### config.mk
export PLATFORM = sky130hd
export DESIGN_NAME = dot_product_seq
export DESIGN_NICKNAME = d
export VERILOG_FILES = /design/src/rtl/dot_product_seq.sv
export SDC_FILE = /design/constraint.sdc
export NUM_CORES = 1
export LEC_CHECK = 0
export BUFFER_PORTS_ARGS = -buffer_cell sky130_fd_sc_hd__buf_4
export CAP_MARGIN = 20
export CORE_ASPECT_RATIO = 1.5
export CORE_MARGIN = 5
export CORE_UTILIZATION = 55
export DETAILED_ROUTE_END_ITERATION = 16
export GPL_TIMING_DRIVEN = 0
export PLACE_DENSITY = 0.78
export RECOVER_POWER = 25
export SYNTH_ARGS = -nofsm -noshare
export SYNTH_HDL_FRONTEND = slang
export SYNTH_SLANG_ARGS = --single-unit
### constraint.sdc
create_clock -name clk -period 5.39 [get_ports clk]
set_clock_uncertainty 0.05 [all_clocks]
set_input_delay 1.078 -clock clk [delete_from_list [all_inputs] [get_ports clk]]
set_output_delay 1.078 -clock clk [all_outputs]
set_load 0.01 [all_outputs]
### src/rtl/dot_product_seq.sv
// Sequential dot product: one shared multiply-accumulate, one element pair per accepted beat.
// Build option DOT_PRODUCT_SEQ_SAT_EN saturates the result on overflow instead of wrapping.
module dot_product_seq #(
    parameter int W   = 8,
    parameter int LEN = 8
) (
    input  logic                     clk,
    input  logic                     rst,
    input  logic                     start,
    input  logic                     in_valid,
    output logic                     in_ready,
    input  logic [W-1:0]             a_in,
    input  logic [W-1:0]             b_in,
    output logic                     out_valid,
    input  logic                     out_ready,
    output logic [2*W-1:0]           result,
    output logic                     overflow,
    output logic                     busy,
    output logic [$clog2(LEN)-1:0]   elem_idx
);

    localparam int IW = $clog2(LEN);
    localparam int AW = 2*W + IW;
    localparam logic [IW-1:0] LAST_IDX = IW'(LEN - 1);
    localparam logic [AW-1:0] RES_MAX  = {{IW{1'b0}}, {(2*W){1'b1}}};

    typedef enum logic [1:0] {
        IDLE  = 2'd0,
        ACCUM = 2'd1,
        DONE  = 2'd2
    } state_t;

    state_t            state_q, state_d;
    logic [AW-1:0]     acc_q, acc_d;
    logic [IW-1:0]     idx_q, idx_d;
    logic [2*W-1:0]    result_q, result_d;
    logic              ovf_q, ovf_d;

    logic [2*W-1:0]    prod;
    logic [AW-1:0]     acc_sum;
    logic              sum_ovf;
    logic [2*W-1:0]    sum_res;

    assign prod    = a_in * b_in;
    assign acc_sum = acc_q + AW'(prod);
    assign sum_ovf = (acc_sum > RES_MAX);

`ifdef DOT_PRODUCT_SEQ_SAT_EN
    assign sum_res = sum_ovf ? {(2*W){1'b1}} : acc_sum[2*W-1:0];
`else
    assign sum_res = acc_sum[2*W-1:0];
`endif

    always_comb begin
        // NOTE: every signal driven here gets a default first, so no path can infer a latch.
        state_d   = state_q;
        acc_d     = acc_q;
        idx_d     = idx_q;
        result_d  = result_q;
        ovf_d     = ovf_q;
        in_ready  = 1'b0;
        out_valid = 1'b0;

        case (state_q)
            IDLE: begin
                if (start) begin
                    acc_d   = '0;
                    idx_d   = '0;
                    state_d = ACCUM;
                end
            end
            ACCUM: begin
                in_ready = 1'b1;
                if (in_valid) begin
                    acc_d = acc_sum;
                    if (idx_q == LAST_IDX) begin
                        // Result and flag are captured on the final beat so they stay stable in DONE.
                        idx_d    = '0;
                        result_d = sum_res;
                        ovf_d    = sum_ovf;
                        state_d  = DONE;
                    end else begin
                        idx_d = idx_q + IW'(1);
                    end
                end
            end
            DONE: begin
                out_valid = 1'b1;
                if (out_ready) begin
                    state_d = IDLE;
                end
            end
            default: state_d = IDLE;
        endcase
    end

    always_ff @(posedge clk) begin
        // NOTE: state registers use non-blocking assignments so all update together at the edge.
        if (rst) begin
            state_q  <= IDLE;
            acc_q    <= '0;
            idx_q    <= '0;
            result_q <= '0;
            ovf_q    <= 1'b0;
        end else begin
            state_q  <= state_d;
            acc_q    <= acc_d;
            idx_q    <= idx_d;
            result_q <= result_d;
            ovf_q    <= ovf_d;
        end
    end

    assign result   = result_q;
    assign overflow = ovf_q;
    assign busy     = (state_q != IDLE);
    assign elem_idx = idx_q;

endmodule

### After elaboration in Yosys (flattened, before gate mapping)

Index checks and enable logic that the tools add are counted.

| storage, ports and cells | value |
|---|---|
| word-level logic and storage cells | 36 |
| bits of input ports | 21 |
| flip-flop bits (word level) | 41 |
| output and inout port bits | 23 |

| cells by class | value |
|---|---|
| multipliers | 1 |
| reductions and logical operators | 6 |
| add/sub/neg operators | 2 |
| magnitude comparators | 1 |
| mux-type cells | 14 |
| equal/unequal tests | 7 |

Operators with widths:

| cell | number |
|---|---|
| $mux W19 | 2 |
| $pmux W19 S2 | 1 |
| $add A19 B16 Y19 | 1 |
| $gt A19 B16 Y1 const B | 1 |
| $mul A8 B8 Y16 | 1 |
| $mux W3 | 3 |
| $mux W2 | 4 |
| $ne A2 B2 Y1 const B | 4 |
| $pmux W2 S3 | 1 |
| $pmux W3 S2 | 1 |
| $reduce_and A3 Y1 | 2 |
| $reduce_and A4 Y1 | 1 |
| $reduce_bool A2 Y1 | 2 |
| $add A3 B1 Y3 const B | 1 |
| $eq A3 B3 Y1 const B | 1 |
| $eq A2 B1 Y1 const B | 1 |
| $eq A2 B2 Y1 const B | 1 |
| $logic_not A2 Y1 | 1 |
| $mux W1 | 2 |

### Logic depth before layout (Yosys ltp)

| logic depth | value |
|---|---|
| word-level depth | 4 |
| depth in mapped cells | 19 |

### Worst setup path before layout

No wires, ideal clock.

| path | value |
|---|---|
| kind | input to register |
| start | input port b_in[1] |
| end | register acc_q[17] |
| stages on the path | 17 |
| setup slack | 0.070 ns |
| required time | 5.212 ns |
| data arrival time | 5.142 ns |
| library setup time | 0.128 ns |
| path through | clkbuf_1 > nand2_1 > fa_1 > inv_1 > fa_1 > fa_1 > inv_1 > fa_1 > inv_1 > ha_1 > a21o_1 > a221oi_2 > o21a_2 > nor3_1 > or3_1 > a32oi_1 > nor2_1 |

| between the ends | value |
|---|---|
| cells in the longest elaborated chain, start to end | 4 |

RTL lines:

| element | RTL line | text |
|---|---|---|
| start, declared | 13 | `input logic [W-1:0] b_in,` |
| $mul A8 B8 Y16 | 44 | `assign prod = a_in * b_in;` |
| $add A19 B16 Y19 | 45 | `assign acc_sum = acc_q + AW'(prod);` |
| $mux W19 | 74 | `if (in_valid) begin` |
| $pmux W19 S2 | 64 | `case (state_q)` |
| end signal, assigned | 101 | `acc_q <= '0;` |
| end signal, assigned | 107 | `acc_q <= acc_d;` |
| end, declared | 34 | `logic [AW-1:0] acc_q, acc_d;` |

Every way passes these cells. The select of a mux whose other input is x is not followed.
A chain may end at the register's enable or synchronous reset.

### Worst setup path after layout

| path | value |
|---|---|
| start | input port b_in[4] |
| end | register acc_q[17] |

Same word-level chain as after synthesis.

==> results.ini <==
[synthesis]
ys.warnings.count = 0
synth_area_per_cell_um2 = 8.39
synth.yosys.seq_area_share = 0.198
async_reset_ff_frac = 0
synth_enable_flop_cells = 0
synth.lib_cells_used.distinct = 41
synth-seq-cells = 41
syn-cell-area_um2 = 4150
postSynthNetCount = 609
netlist_instances = 495
yosys_most_used_dff = sky130_fd_sc_hd__dfxtp_1

[placed_design]
dp.final_hpwl_mm = 7.74
io_buffer_count = 40
placed_cells_incl_taps = 635
place.gp.congestion = 0.856

[critical_path]
cp_buf_inv_count = 5
timing.setup.critical_path_class = input port to register
setup.worst_path.start_class = input port
critPathMaxFanout = 8
cp_num_cells = 18
worst-endpoint-required_ns = 5.51
critPathArrivalTime_ns = 5.39
worstPathCellList = buf_4 -> and2_4 -> fa_1 -> inv_1 -> fa_1 -> inv_1 -> fa_1 -> inv_1 -> fa_1 -> inv_1 -> ha_4 -> a21o_1 -> a221oi_2 -> o21a_2 -> nor3_1 -> or3_4 -> a32oi_2 -> nor2_1
timing.critical_path.to_type = register
timing.reg2reg.setup_slack_ns = 0.85
critical_path.reg2reg.startpoint = acc_q[6]
reg2reg_to = acc_q[17]
crit_family = adder cells
slowest_stage = sky130_fd_sc_hd__fa_1
worst-r2r-cell-count = 16
critical_path.max_stage_delay_ns = 0.53

[timing]
layout_min_cycle_time_ns = 5.27
final.hold.worst_slack_ns = 0.411
setup_tns_ns = 0
timing_hold_violations_final = 0
worst_slew_margin_rel = 0.670
period_share = 0.977
achievable-frequency_ghz = 0.190
slew_viol_final = 0
worst_slew_pin_slew_ns = 0.496
report.final.setup_viol = 0

[floorplan]
fp.dieArea_um2 = 9430
floorplan.die.height_um = 116
std_cell_rows = 38
floorplan.initialDensity = 0.567
chipWidth_um = 81.0
design.core.area_um2 = 7320
boundaryPins = 44

[layout]
area_of_the_multi_input_gates_um2 = 2940
post_route_cells_drive_above_1_share = 0.0917
num-nets-final = 658
finish.cell_count_without_fillers = 645
fillers = 674
register_area_um2 = 821
layout.cells.most_common = sky130_fd_sc_hd__inv_1
layout-area-overhead-vs-synth_pct = 13.4
most-common-layout-cells = 96 x sky130_fd_sc_hd__inv_1, 69 x sky130_fd_sc_hd__nand2_1, 50 x sky130_fd_sc_hd__fa_1
postLayoutCoreUtil = 0.644
antenna_cells_inserted = 0

[pwr]
switching_share = 0.465
pwr_density_cell_nw_per_um2 = 415
vdd_drop_max_v = 0.000358
combPwrFrac = 0.676
switching_power_of_the_nets_mw = 0.909
cellInternalPower_mw = 1.05
p_leak_nw = 2.32
power.share.sequential = 0.178
clkPwrFrac = 0.147

[clock_network]
cts_hold_buffers = 0
bufs_on_longest_clock_path = 2
cts_tree = built
clk_root_buffer_cell = sky130_fd_sc_hd__clkbuf_8
htree_num_levels = 2
clk_latency_ns = 0.29
cts_num_sinks = 41
clk_pin_slew_worst_paths_ns = 0.08
cts_buffers = 5

[drt]
final_antenna_net_count = 0
dr.first_iter.drc_count = 119
detailedRoute.firstPassIterationCount = 5
detail_route.drc_violations = 0
avgViaCountPerCell = 5.32
wl_per_cell_um = 14.4
detailroute.via_count = 3430
route.final.wire_length_mm = 9.28

[global_route]
globalRouteTotalUtil = 0.214
grt_start_max_net_pins = 14
antenna_found_initial = 0
grt_total_ovfl = 0
grt_first_pass_wirelength_mm = 15.9
grt_pass1_vias = 3550

[min_path]
worstHoldPathCells = 2
hold_start = result[0]
timing.hold.worst_endpoint = result[0]
hold_path.class = register to register

[job]
drv_cap = 0

[run_status]
outcome = finished clean

==> per-layer routing <==
metal	vias to the layer above	wire, um	GRT usage
li1	1662	-	-
met1	1664	3750	0.250
met2	82	4930	0.399
met3	22	306	0.0239
met4	0	296	0.0755
met5	-	0	0
==> power by group through the flow <==
stage	Sequential, mW	Combinational, mW	Clock [mW]
after global placement	0.355	1.22	0
final	0.348	1.32	0.287
after CTS	0.348	1.26	0.291
after detailed placement	0.355	1.23	0
after floorplan	0.346	0.976	0
after global routing	0.350	1.48	0.305
==> stage by stage <==
step                setup slack (ns)  power (mW)  area, um^2
detailed placement            -0.367        1.59        4580
finish                         0.124        1.96        4710
global route                 -0.0206        2.13        4710
global placement              -0.333        1.57        4580
CTS                           0.0105        1.90        4720
floorplan                     0.0702        1.32        4150
==> sequential cells by signal, indices dropped and copies added, names as in the netlist <==
| signal | count |
|---|---|
| state_q | 2 |
| result | 16 |
| elem_idx | 3 |
| overflow | 1 |
| acc_q | 19 |
==> cell families after synthesis <==
group,after synthesis,synth area share
AOI/OAI and AO/OA,76,0.118
xor gates and xnor gates,13,0.0274
adders and majority gates,93,0.370
buffers and inverters,112,0.102
DFF,41,0.198
muxes,1,0.00241
and+or+nand+nor,159,0.182
==> cells in the mapped netlist (3+ instances only) <==
cell type	instances	area [um^2]
sky130_fd_sc_hd__inv_1	96	360
sky130_fd_sc_hd__nand2_1	69	259
sky130_fd_sc_hd__fa_1	50	1000
sky130_fd_sc_hd__ha_1	43	538
sky130_fd_sc_hd__dfxtp_1	41	821
sky130_fd_sc_hd__and2_1	37	231
sky130_fd_sc_hd__a21oi_1	29	145
sky130_fd_sc_hd__nor2_1	26	97.6
sky130_fd_sc_hd__a22oi_1	17	128
sky130_fd_sc_hd__clkbuf_1	13	48.8
sky130_fd_sc_hd__o21ai_0	11	55.1
sky130_fd_sc_hd__xnor2_1	9	78.8
sky130_fd_sc_hd__a21o_1	5	37.5
sky130_fd_sc_hd__and3_1	4	25.0
sky130_fd_sc_hd__nand3_1	4	20.0
sky130_fd_sc_hd__xor2_1	4	35.0
sky130_fd_sc_hd__nand2b_1	3	18.8
sky130_fd_sc_hd__nor2b_1	3	18.8
==> timing repair <==
action,4_1_cts,5_1_grt
gates resized for setup,1,9
endpoints found under the setup margin,2,7
pin swaps,2,4
setup buffers,1,1
cloned,0,0
==> worst max-delay path by stage <==
| stage | from | endpoint | slack, ns |
|---|---|---|---|
| after global placement | b_in[4] | acc_q[17] | -0.33 |
| after global routing | a_in[4] | overflow | -0.02 |
| final | b_in[4] | acc_q[17] | 0.12 |
| after floorplan | b_in[1] | acc_q[17] | 0.07 |
| after CTS | b_in[4] | acc_q[17] | 0.01 |
| after detailed placement | b_in[4] | acc_q[17] | -0.37 |
==> layout make-up <==
cell class	count	share of cell area
multi-input cells	342	0.625
inverters	96	0.0765
repair buffers	42	0.0558
plain buffers	16	0.0138
clock inverters	3	0.0138
well taps	100	0.0266
flip-flops and latches	41	0.174
clock buffers	5	0.0146
==> tightest hold or removal path, cell delays in order (launching register included) <==
cell,delay [ns]
sky130_fd_sc_hd__dfxtp_1,0.31
sky130_fd_sc_hd__nand2_1,0.05
sky130_fd_sc_hd__a21oi_1,0.05
(Power assumes the default switching activity.)
